### src/rtl/ball_ctl_pkg.sv
// Shared constants and types for the ball controller: geometry, physics tuning,
// FSM state encoding and the serve-position helper.
package ball_ctl_pkg;

    localparam int BALL_SIZE = 64;
    localparam int SCREEN_W  = 800;
    localparam int GROUND_Y  = 536;
    localparam int NET_X     = 400;
    localparam int SERVE_XL  = 150;
    localparam int SERVE_XR  = 586;
    localparam int SERVE_Y   = 100;
    localparam int GRAV_DIV  = 2;
    localparam int BOUNCE_VY = 12;
    localparam int BOUNCE_VX = 4;
    localparam int MAX_VY    = 15;
    localparam int NET_CD    = 4;
    localparam int HOLD_FR   = 60;

    typedef logic signed [12:0] pos_t;
    typedef logic signed [7:0]  vel_t;

    typedef enum logic [1:0] {
        ST_IDLE   = 2'd0,
        ST_FLY    = 2'd1,
        ST_SCORED = 2'd2
    } ball_state_t;

    // Width-matched copies of the tuning constants used by the datapath.
    localparam pos_t       P_SERVE_XL  = pos_t'(SERVE_XL);
    localparam pos_t       P_SERVE_XR  = pos_t'(SERVE_XR);
    localparam pos_t       P_SERVE_Y   = pos_t'(SERVE_Y);
    localparam pos_t       P_X_MAX     = pos_t'(SCREEN_W - BALL_SIZE);
    localparam pos_t       P_GROUND_Y  = pos_t'(GROUND_Y);
    localparam pos_t       P_NET_X     = pos_t'(NET_X);
    localparam pos_t       P_HALF_BALL = pos_t'(BALL_SIZE / 2);
    localparam vel_t       V_BOUNCE_VY = vel_t'(BOUNCE_VY);
    localparam vel_t       V_BOUNCE_VX = vel_t'(BOUNCE_VX);
    localparam vel_t       V_MAX_VY    = vel_t'(MAX_VY);
    localparam logic [3:0] GRAV_LAST   = 4'(GRAV_DIV - 1);
    localparam logic [2:0] CD_LOAD     = 3'(NET_CD);
    localparam logic [6:0] HOLD_LAST   = 7'(HOLD_FR - 1);

    function automatic pos_t serve_x(input logic side);
        return side ? P_SERVE_XR : P_SERVE_XL;
    endfunction

endpackage

### src/rtl/ball_ctl_frame_tick.sv
// Rising-edge detector on vsync: one-cycle tick at the start of every frame.
module frame_tick (
    input  logic pclk,
    input  logic rst,
    input  logic vsync,
    output logic tick
);

    logic vsync_d;

    always_ff @(posedge pclk) begin
        if (rst) vsync_d <= 1'b0;
        else     vsync_d <= vsync;
    end

    assign tick = vsync & ~vsync_d;

endmodule

### src/rtl/ball_ctl.sv
// Ball physics controller: once per frame applies collisions, gravity, wall and
// ground handling, and sequences serve -> flight -> point -> idle.
module ball_ctl
    import ball_ctl_pkg::*;
(
    input  logic        pclk,
    input  logic        rst,
    input  logic        vsync,
    input  logic        serve,
    input  logic        serve_side,
    input  logic        pl1_col,
    input  logic        pl2_col,
    input  logic        net_col,
    output logic [11:0] xpos,
    output logic [11:0] ypos,
    output logic        in_play,
    output logic        point_pl1,
    output logic        point_pl2
);

    ball_state_t state_q, state_d;
    pos_t        x_q, x_d, y_q, y_d, x_n, y_n;
    vel_t        vx_q, vx_d, vy_q, vy_d, vx_n, vy_n;
    logic [3:0]  grav_q, grav_d;
    logic [2:0]  cd_q, cd_d;
    logic [6:0]  hold_q, hold_d;
    logic        scorer_q, scorer_d;
    logic        stk_pl1_q, stk_pl1_d, stk_pl2_q, stk_pl2_d, stk_net_q, stk_net_d;
    logic        p1_q, p1_d, p2_q, p2_d;
    logic        tick, eff_pl1, eff_pl2, eff_net;

    frame_tick u_frame_tick (
        .pclk  (pclk),
        .rst   (rst),
        .vsync (vsync),
        .tick  (tick)
    );

    // Per-pixel flags are only valid mid-frame, so they are held until the tick.
    assign eff_pl1 = stk_pl1_q | pl1_col;
    assign eff_pl2 = stk_pl2_q | pl2_col;
    assign eff_net = stk_net_q | net_col;

    always_ff @(posedge pclk) begin
        if (rst) begin
            state_q   <= ST_IDLE;
            x_q       <= P_SERVE_XL;
            y_q       <= P_SERVE_Y;
            vx_q      <= '0;
            vy_q      <= '0;
            grav_q    <= '0;
            cd_q      <= '0;
            hold_q    <= '0;
            scorer_q  <= 1'b0;
            stk_pl1_q <= 1'b0;
            stk_pl2_q <= 1'b0;
            stk_net_q <= 1'b0;
            p1_q      <= 1'b0;
            p2_q      <= 1'b0;
        end else begin
            state_q   <= state_d;
            x_q       <= x_d;
            y_q       <= y_d;
            vx_q      <= vx_d;
            vy_q      <= vy_d;
            grav_q    <= grav_d;
            cd_q      <= cd_d;
            hold_q    <= hold_d;
            scorer_q  <= scorer_d;
            stk_pl1_q <= stk_pl1_d;
            stk_pl2_q <= stk_pl2_d;
            stk_net_q <= stk_net_d;
            p1_q      <= p1_d;
            p2_q      <= p2_d;
        end
    end

    always_comb begin
        state_d   = state_q;
        x_d       = x_q;
        y_d       = y_q;
        vx_d      = vx_q;
        vy_d      = vy_q;
        grav_d    = grav_q;
        cd_d      = cd_q;
        hold_d    = hold_q;
        scorer_d  = scorer_q;
        p1_d      = 1'b0;
        p2_d      = 1'b0;
        x_n       = x_q;
        y_n       = y_q;
        vx_n      = vx_q;
        vy_n      = vy_q;
        stk_pl1_d = tick ? 1'b0 : eff_pl1;
        stk_pl2_d = tick ? 1'b0 : eff_pl2;
        stk_net_d = tick ? 1'b0 : eff_net;

        case (state_q)
            ST_IDLE: begin
                x_d  = serve_x(serve_side);
                y_d  = P_SERVE_Y;
                vx_d = '0;
                vy_d = '0;
                if (serve) begin
                    state_d   = ST_FLY;
                    grav_d    = '0;
                    cd_d      = '0;
                    stk_pl1_d = 1'b0;
                    stk_pl2_d = 1'b0;
                    stk_net_d = 1'b0;
                end
            end

            ST_FLY: begin
                if (tick) begin
                    if (eff_pl1) begin
                        vy_n = -V_BOUNCE_VY;
                        vx_n = V_BOUNCE_VX;
                    end else if (eff_pl2) begin
                        vy_n = -V_BOUNCE_VY;
                        vx_n = -V_BOUNCE_VX;
                    end else if (eff_net && cd_q == 3'd0) begin
                        vx_n = -vx_q;
                        cd_d = CD_LOAD;
                    end else if (cd_q != 3'd0) begin
                        cd_d = cd_q - 3'd1;
                    end

                    if (grav_q == GRAV_LAST) begin
                        grav_d = '0;
                        vy_n   = (vy_n >= V_MAX_VY) ? V_MAX_VY : vy_n + 8'sd1;
                    end else begin
                        grav_d = grav_q + 4'd1;
                    end

                    x_n = x_q + {{5{vx_n[7]}}, vx_n};
                    y_n = y_q + {{5{vy_n[7]}}, vy_n};

                    if (x_n[12]) begin
                        x_n  = '0;
                        vx_n = vx_n[7] ? -vx_n : vx_n;
                    end else if (x_n > P_X_MAX) begin
                        x_n  = P_X_MAX;
                        vx_n = vx_n[7] ? vx_n : -vx_n;
                    end
                    if (y_n[12]) begin
                        y_n  = '0;
                        vy_n = '0;
                    end

                    // Landing side is judged on the ball centre; the other player scores.
                    if (y_n >= P_GROUND_Y) begin
                        y_n     = P_GROUND_Y;
                        vx_n    = '0;
                        vy_n    = '0;
                        hold_d  = '0;
                        state_d = ST_SCORED;
                        if (x_n + P_HALF_BALL < P_NET_X) begin
                            p2_d     = 1'b1;
                            scorer_d = 1'b1;
                        end else begin
                            p1_d     = 1'b1;
                            scorer_d = 1'b0;
                        end
                    end

                    x_d  = x_n;
                    y_d  = y_n;
                    vx_d = vx_n;
                    vy_d = vy_n;
                end
            end

            ST_SCORED: begin
                if (tick) begin
                    if (hold_q == HOLD_LAST) begin
                        state_d = ST_IDLE;
                        x_d     = serve_x(scorer_q);
                        y_d     = P_SERVE_Y;
                    end else begin
                        hold_d = hold_q + 7'd1;
                    end
                end
            end

            default: state_d = ST_IDLE;
        endcase
    end

    assign xpos      = x_q[11:0];
    assign ypos      = y_q[11:0];
    assign in_play   = (state_q == ST_FLY);
    assign point_pl1 = p1_q;
    assign point_pl2 = p2_q;

endmodule
### config.mk
export PLATFORM = sky130hd
export DESIGN_NAME = ball_ctl
export DESIGN_NICKNAME = d
export VERILOG_FILES = /design/src/rtl/ball_ctl_pkg.sv /design/src/rtl/ball_ctl_frame_tick.sv /design/src/rtl/ball_ctl.sv
export SDC_FILE = /design/constraint.sdc
export NUM_CORES = 1
export LEC_CHECK = 0
export CORE_MARGIN = 3
export CORE_UTILIZATION = 30
export CTS_CLUSTER_SIZE = 16
export DETAILED_ROUTE_END_ITERATION = 7
export DONT_BUFFER_PORTS = 1
export PLACE_DENSITY = 0.51
export SYNTH_ARGS = -nofsm -noshare
export SYNTH_HDL_FRONTEND = slang
export SYNTH_SLANG_ARGS = --single-unit
### constraint.sdc
create_clock -name pclk -period 9.5 [get_ports pclk]
set_input_delay 1.425 -clock pclk [delete_from_list [all_inputs] [get_ports pclk]]
set_output_delay 1.425 -clock pclk [all_outputs]
set_load 0.05 [all_outputs]
## Word-level counts from Yosys, hierarchy flattened

Cells that the tools add are included.

| word-level totals | value |
|---|---|
| flip-flop bits (word level) | 65 |
| latch bits | 0 |
| memory bits (writable) | 0 |
| memory bits (read-only) | 0 |
| input port bits | 8 |
| logic and storage cells | 139 |
| memories | 0 |

| operators by class | value |
|---|---|
| add/subtract/negate cells | 9 |
| multiply operators | 0 |
| div/mod/pow operators | 0 |
| order comparisons | 4 |
| eq/ne operators | 13 |
| shift operators | 0 |
| mux-type cells | 75 |
| bitwise operators | 8 |
| reductions and logical operators | 15 |

Operators by type and width:

| kind | count |
|---|---|
| $mux W8 | 22 |
| $mux W13 | 11 |
| $pmux W13 S3 | 2 |
| $mux W12 | 3 |
| $pmux W8 S2 | 2 |
| $mux W7 | 4 |
| $add A13 B13 Y13 | 2 |
| $mux W10 | 2 |
| $mux W3 | 6 |
| $neg A8 Y8 | 2 |
| $pmux W7 S2 | 1 |
| $add A13 B7 Y13 const B | 1 |
| $ge A13 B11 Y1 const B | 1 |
| $gt A13 B11 Y1 const B | 1 |
| $lt A13 B10 Y1 const B | 1 |
| $mux W4 | 3 |
| $ne A2 B2 Y1 const B | 6 |
| $mux W1 | 11 |
| $mux W2 | 5 |
| $reduce_and A5 Y1 | 2 |
| $add A8 B2 Y8 const B | 1 |
| $ge A8 B5 Y1 const B | 1 |
| $pmux W4 S2 | 1 |
| $add A7 B1 Y7 const B | 1 |
| other kinds (23) | 32 |

## Longest topological paths before layout

| logic depth | value |
|---|---|
| depth after elaboration | 18 |
| depth in mapped cells | 25 |

## Modules after synthesis

A second synthesis with hierarchy kept.

| second synthesis, totals | value |
|---|---|
| cell total of the unflattened synthesis | 660 |
| area total of the unflattened synthesis | 5,084.9 sq um |

By module, submodules not included:

| module | times used | cells an instance | area each (sq um) | seq. area each (sq um) |
|---|---|---|---|---|
| ball_ctl | 1 | 657 | 5,037.3 | 1,241.2 |
| frame_tick | 1 | 3 | 47.5 | 20.0 |

## Least setup slack after synthesis

Ideal clock, no wire load.

| path | value |
|---|---|
| kind | input to register |
| start | in pl1_col |
| end | reg vx_q[1] |
| setup time | 0.135 ns |
| data arrival time | 5.934 ns |
| slack | 3.431 ns |
| stages | 24 |
| buffers on the path | 2 |
| cells stage by stage | nor2_1 > and3_1 > ha_1 > nand3_1 > a211oi_1 > nor2_1 > a21oi_1 > ha_1 > inv_1 > fa_1 > nor2b_1 > o21a_1 > o21a_1 > o2111ai_1 > nand2_1 > a21oi_1 > o21bai_1 > ha_1 > clkbuf_1 > o22ai_1 > clkbuf_1 > nor4_1 > a31oi_1 > o221ai_1 |

| between the ends | value |
|---|---|
| longest elaborated chain between the ends | 17 |

RTL lines:

| what | line | text |
|---|---|---|
| start, declared | ball_ctl.sv:11 | `input logic pl1_col,` |
| $or A1 B1 Y1 (*) | ball_ctl.sv:40 | `assign eff_pl1 = stk_pl1_q \| pl1_col;` |
| $mux W8 | ball_ctl.sv:116 | `if (eff_pl1) begin` |
| $mux W8 | ball_ctl.sv:115 | `if (tick) begin` |
| $mux W8 | ball_ctl.sv:98 | `case (state_q)` |
| $add A8 B2 Y8 / $ge A8 B5 Y1 (equally long branches) | ball_ctl.sv:131 | `vy_n = (vy_n >= V_MAX_VY) ? V_MAX_VY : vy_n + 8'sd1;` |
| $mux W8 | ball_ctl.sv:131 |  |
| $mux W8 | ball_ctl.sv:129 | `if (grav_q == GRAV_LAST) begin` |
| $mux W8 | ball_ctl.sv:115 |  |
| $mux W8 | ball_ctl.sv:98 |  |
| $add A13 B13 Y13 | ball_ctl.sv:137 | `y_n = y_q + {{5{vy_n[7]}}, vy_n};` |
| $mux W12 | ball_ctl.sv:146 | `if (y_n[12]) begin` |
| $mux W13 | ball_ctl.sv:115 |  |
| $mux W13 | ball_ctl.sv:98 |  |
| $ge A13 B11 Y1 | ball_ctl.sv:152 | `if (y_n >= P_GROUND_Y) begin` |
| $mux W8 (*) | ball_ctl.sv:152 |  |
| $mux W8 (*) | ball_ctl.sv:115 |  |
| $pmux W8 S2 (*) | ball_ctl.sv:98 |  |
| end signal, assigned | ball_ctl.sv:64 | `vx_q <= vx_d;` |
| end, declared | ball_ctl.sv:23 | `vel_t vx_q, vx_d, vy_q, vy_d, vx_n, vy_n;` |

Every way passes the cells marked *; elsewhere a longest branch is shown, timed or not. The select of a mux whose other input is x is not followed.
A chain may end at the register's enable or synchronous reset.

## Worst setup path in the final report

| path | value |
|---|---|
| start | in pl2_col |
| end | reg y_q[7] |

| between the ends | value |
|---|---|
| longest elaborated chain between the ends | 18 |

RTL lines:

| what | line | text |
|---|---|---|
| start, declared | ball_ctl.sv:12 | `input logic pl2_col,` |
| $or A1 B1 Y1 (*) | ball_ctl.sv:41 | `assign eff_pl2 = stk_pl2_q \| pl2_col;` |
| $mux W8 (*) | ball_ctl.sv:119 | `end else if (eff_pl2) begin` |
| $mux W8 (*) | ball_ctl.sv:116 |  |
| $mux W8 (*) | ball_ctl.sv:115 |  |
| $mux W8 (*) | ball_ctl.sv:98 |  |
| $add A8 B2 Y8 / $ge A8 B5 Y1 (equally long branches) | ball_ctl.sv:131 |  |
| $mux W8 | ball_ctl.sv:131 |  |
| $mux W8 (*) | ball_ctl.sv:129 |  |
| [2 not listed] | n/a |  |
| $add A13 B13 Y13 (*) | ball_ctl.sv:137 |  |
| $mux W12 (*) | ball_ctl.sv:146 |  |
| $mux W13 (*) | ball_ctl.sv:115 |  |
| $mux W13 (*) | ball_ctl.sv:98 |  |
| $ge A13 B11 Y1 | ball_ctl.sv:152 |  |
| $mux W13 (*) | ball_ctl.sv:152 |  |
| $mux W13 (*) | ball_ctl.sv:115 |  |
| $pmux W13 S3 (*) | ball_ctl.sv:98 |  |
| end signal, assigned | ball_ctl.sv:63 | `y_q <= y_d;` |
| end, declared | ball_ctl.sv:22 | `pos_t x_q, x_d, y_q, y_d, x_n, y_n;` |

Marked as above.

==> qor.yml <==
global_routing:
  antenna_found_initial: 0
  grt_overflow: 0
  grt_pass1_vias: 4402
  grt_pass1_wl_um: 22700
  grt_max_degree: 56
  grtUsageTotal: 0.158
die:
  die_h_um: 133
  rows: 45
  core_area_mm2: 0.0155
  chipWidth_um: 133
  initial_utilization: 0.312
  die_area_mm2: 0.0177
  ios: 35
timing:
  holdWs_ns: 0.494
  setup_violations: 0
  hold_viol: 0
  skew_ns: 0.00903
  rsz0062_at_grt: "no"
  finalSetupTns_ns: 0
  clock.fmax_mhz: 145
  slew_violations: 0
  worst_slew_pin_slew_ns: 0.987
  fin_crit_sh: 0.726
  slew_headroom: 0.337
  period_minus_slack_ns: 6.89
clock_tree:
  clockBufferDepth: 2
  hold_buffers: 0
  htreeDepth: 3
  clockRootBuffer: "clkbuf_16"
  cts_setup_buffers: 0
  cts_buffers: 9
  cts_sinks: 63
  cts_tree: "yes"
  clk_pin_slew_ns: 0.06
  clk_latency_ns: 0.35
  post_cts_resized: 0
detailed_routing:
  dr.pass1.iters: 5
  vias: 4529
  ant_nets: 0
  drc: 0
  avgViaCountPerCell: 5.52
  drt-wirelength-per-cell_um: 17.0
  initialDrtViolationCount: 292
  wl_um: 14000
power_and_ir_drop:
  power_density_mw_per_mm2: 190
  peakVddDrop_mv: 0.0854
  power.leakage_nw: 2.04
  finalPower_mw: 1.01
synthesis:
  yosysWarnings: 0
  synthFlopType: "dfxtp_1"
  syn_avg_cell_area_um2: 7.93
  syn_area_mm2: 0.00483
  synth_seq_cells: 63
  synthCells: 610
  yosysUniqueCellTypes: 83
  async_flop_share: 0
  seq_area_frac_synth: 0.261
  synth_edf_count: 0
  syn-num-nets: 656
worst_hold_path:
  hp-class: "flop to flop"
final_layout:
  seqCellArea_mm2: 0.00126
  final_util: 0.344
  antennaDiodeCount: 0
  final_nets: 651
  syn_to_final_growth_pct: 10.1
  multiInputGateArea_mm2: 0.00336
  nFillCells: 1642
  drive_gt1_frac: 0.0721
placed_design:
  place.port_buffers: 0
  place_congestion: 0.875
  post-dp-hpwl_um: 10400
critical_path:
  setup.worst_path.start_class: "input pin"
  crit_type: "input pin to flop"
  crit_arrival_ns: 7.18
  path_max_fanout: 11
  critPathRequiredTime_ns: 9.78
  cp-end-kind: "flop"
job:
  maxCapViolations: 0
outcome:
  status: "completed"
-- kinds of logic after synthesis --
kind of cell | synth area share
xor+xnor | 0.0595
compound gates | 0.248
buf+inv | 0.0445
flops | 0.261
fa+ha+maj | 0.108
mux | 0.0215
simple gates | 0.257
-- critical path: stages --
cell and delay, ns:
nor2_2 0.34, and3_1 0.29, ha_1 0.22, nand3_1 0.11
a211oi_1 0.47, nor2_1 0.08, a21oi_1 0.27, ha_1 0.23
inv_1 0.06, fa_1 0.37, nor2b_1 0.16, o21a_1 0.17
o21a_1 0.23, o2111ai_1 0.22, nand2_1 0.11, a21oi_1 0.08
o21bai_1 0.13, ha_1 0.33, inv_1 0.10, a211oi_1 0.28
o221ai_1 0.42, nor2_1 0.45, or4b_1 0.48, a21oi_1 0.15
-- path summary, 6_finish.rpt --
check                  from  endpoint  slack (ns)  cells past startpoint
setup reg to reg  stk_pl2_q    y_q[7]        3.33                     24
setup / recovery    pl2_col    y_q[7]        2.61                     24
hold reg to reg     vy_q[7]   vy_q[7]        0.49                      2
hold / removal      vy_q[7]   vy_q[7]        0.49                      2
-- layout make-up --
type / count / share of cell area
multi-input combinational: 496 / 0.631
sequential: 63 / 0.237
tap: 211 / 0.0496
clock buffer: 10 / 0.0430
inverter: 31 / 0.0219
clock inverter: 6 / 0.0115
timing repair buffer: 4 / 0.00564
-- power by group --
group          leakage [nW]  total (mW)  switching, mW  internal, mW
registers             0.511       0.330         0.0494         0.281
logic                  1.39       0.350          0.230         0.120
clock network         0.142       0.331          0.129         0.202
total                  2.04        1.01          0.408         0.603
-- cell usage after synthesis (3+ instances only) --
| master | number | share of area |
|---|---|---|
| nand3_1 | 23 | 0.024 |
| buf_4 | 3 | 0.0047 |
| a221oi_1 | 4 | 0.0072 |
| nand2_1 | 44 | 0.034 |
| mux2i_1 | 7 | 0.014 |
| ha_1 | 36 | 0.093 |
| or3_1 | 6 | 0.0078 |
| nor3_1 | 26 | 0.027 |
| o31ai_1 | 3 | 0.0047 |
| a31oi_1 | 10 | 0.013 |
| o21ai_1 | 5 | 0.0052 |
| nand4_1 | 15 | 0.019 |
| inv_1 | 30 | 0.023 |
| o221ai_1 | 3 | 0.0054 |
| and2_1 | 11 | 0.014 |
| nor3_2 | 3 | 0.0062 |
| a22oi_1 | 11 | 0.017 |
| nor4_1 | 4 | 0.0052 |
| o21bai_1 | 5 | 0.0078 |
| o21a_1 | 8 | 0.012 |
| nor2b_1 | 12 | 0.016 |
| nand2b_1 | 7 | 0.0091 |
| o211ai_1 | 5 | 0.0078 |
| o21ai_0 | 25 | 0.026 |
| a21oi_1 | 44 | 0.046 |
| xor2_1 | 17 | 0.031 |
| clkbuf_1 | 15 | 0.012 |
| dfxtp_1 | 63 | 0.26 |
| a21o_1 | 10 | 0.016 |
| a211oi_1 | 7 | 0.011 |
| nor2_1 | 64 | 0.050 |
| a211o_1 | 3 | 0.0054 |
| xnor2_1 | 14 | 0.025 |
| and3_1 | 4 | 0.0052 |
-- metrics by stage --
step	instances	worst slack, ns	area (um^2)
2_1_floorplan	610	3.43	4830
3_3_place_gp	805	2.61	5030
3_5_place_dp	805	2.32	5030
4_1_cts	821	2.67	5320
5_1_grt	821	2.00	5320
6_report	821	2.61	5320
-- placed cells by master (no fill, tap or decap), types with 3 or more instances in the layout --
cell       instances
a221oi_1           4
o221ai_1           3
a21o_1            10
a21oi_1           43
nor2b_1           12
and3_1             4
nand3_1           23
a22oi_1           11
clkinv_2           3
nand4_1           15
xnor2_1           14
nand2b_1           7
o21bai_1           5
mux2i_1            7
o21ai_0           25
and2_1            11
o31ai_1            3
ha_1              36
a211o_1            3
inv_1             30
o21ai_1            5
o211ai_1           5
buf_4              4
clkbuf_16          9
or3_1              6
a31oi_1           10
nor2_1            64
o21a_1             8
nor4_1             4
a211oi_1           7
nor3_2             3
nand2_1           44
dfxtp_1           63
xor2_1            17
nor3_1            26
-- registers in the layout, summed over array words and instances (netlist names) --
signal                cells
cd_q                      3
grav_q                    4
hold_q                    7
point_pl1                 1
point_pl2                 1
scorer_q                  1
state_q                   2
stk_net_q                 1
stk_pl1_q                 1
stk_pl2_q                 1
u_frame_tick.vsync_d      1
vx_q                      8
vy_q                      8
x_q                      12
y_q                      12
-- routing by layer --
metal | vias up | global-route usage | wire length, um
met5 | - | 0 | 0
met4 | 0 | 0.0404 | 182
met3 | 13 | 0.0426 | 726
met2 | 118 | 0.264 | 6590
met1 | 2152 | 0.203 | 6460
li1 | 2246 | - | -
No activity file was read; power rests on OpenSTA's default activity.
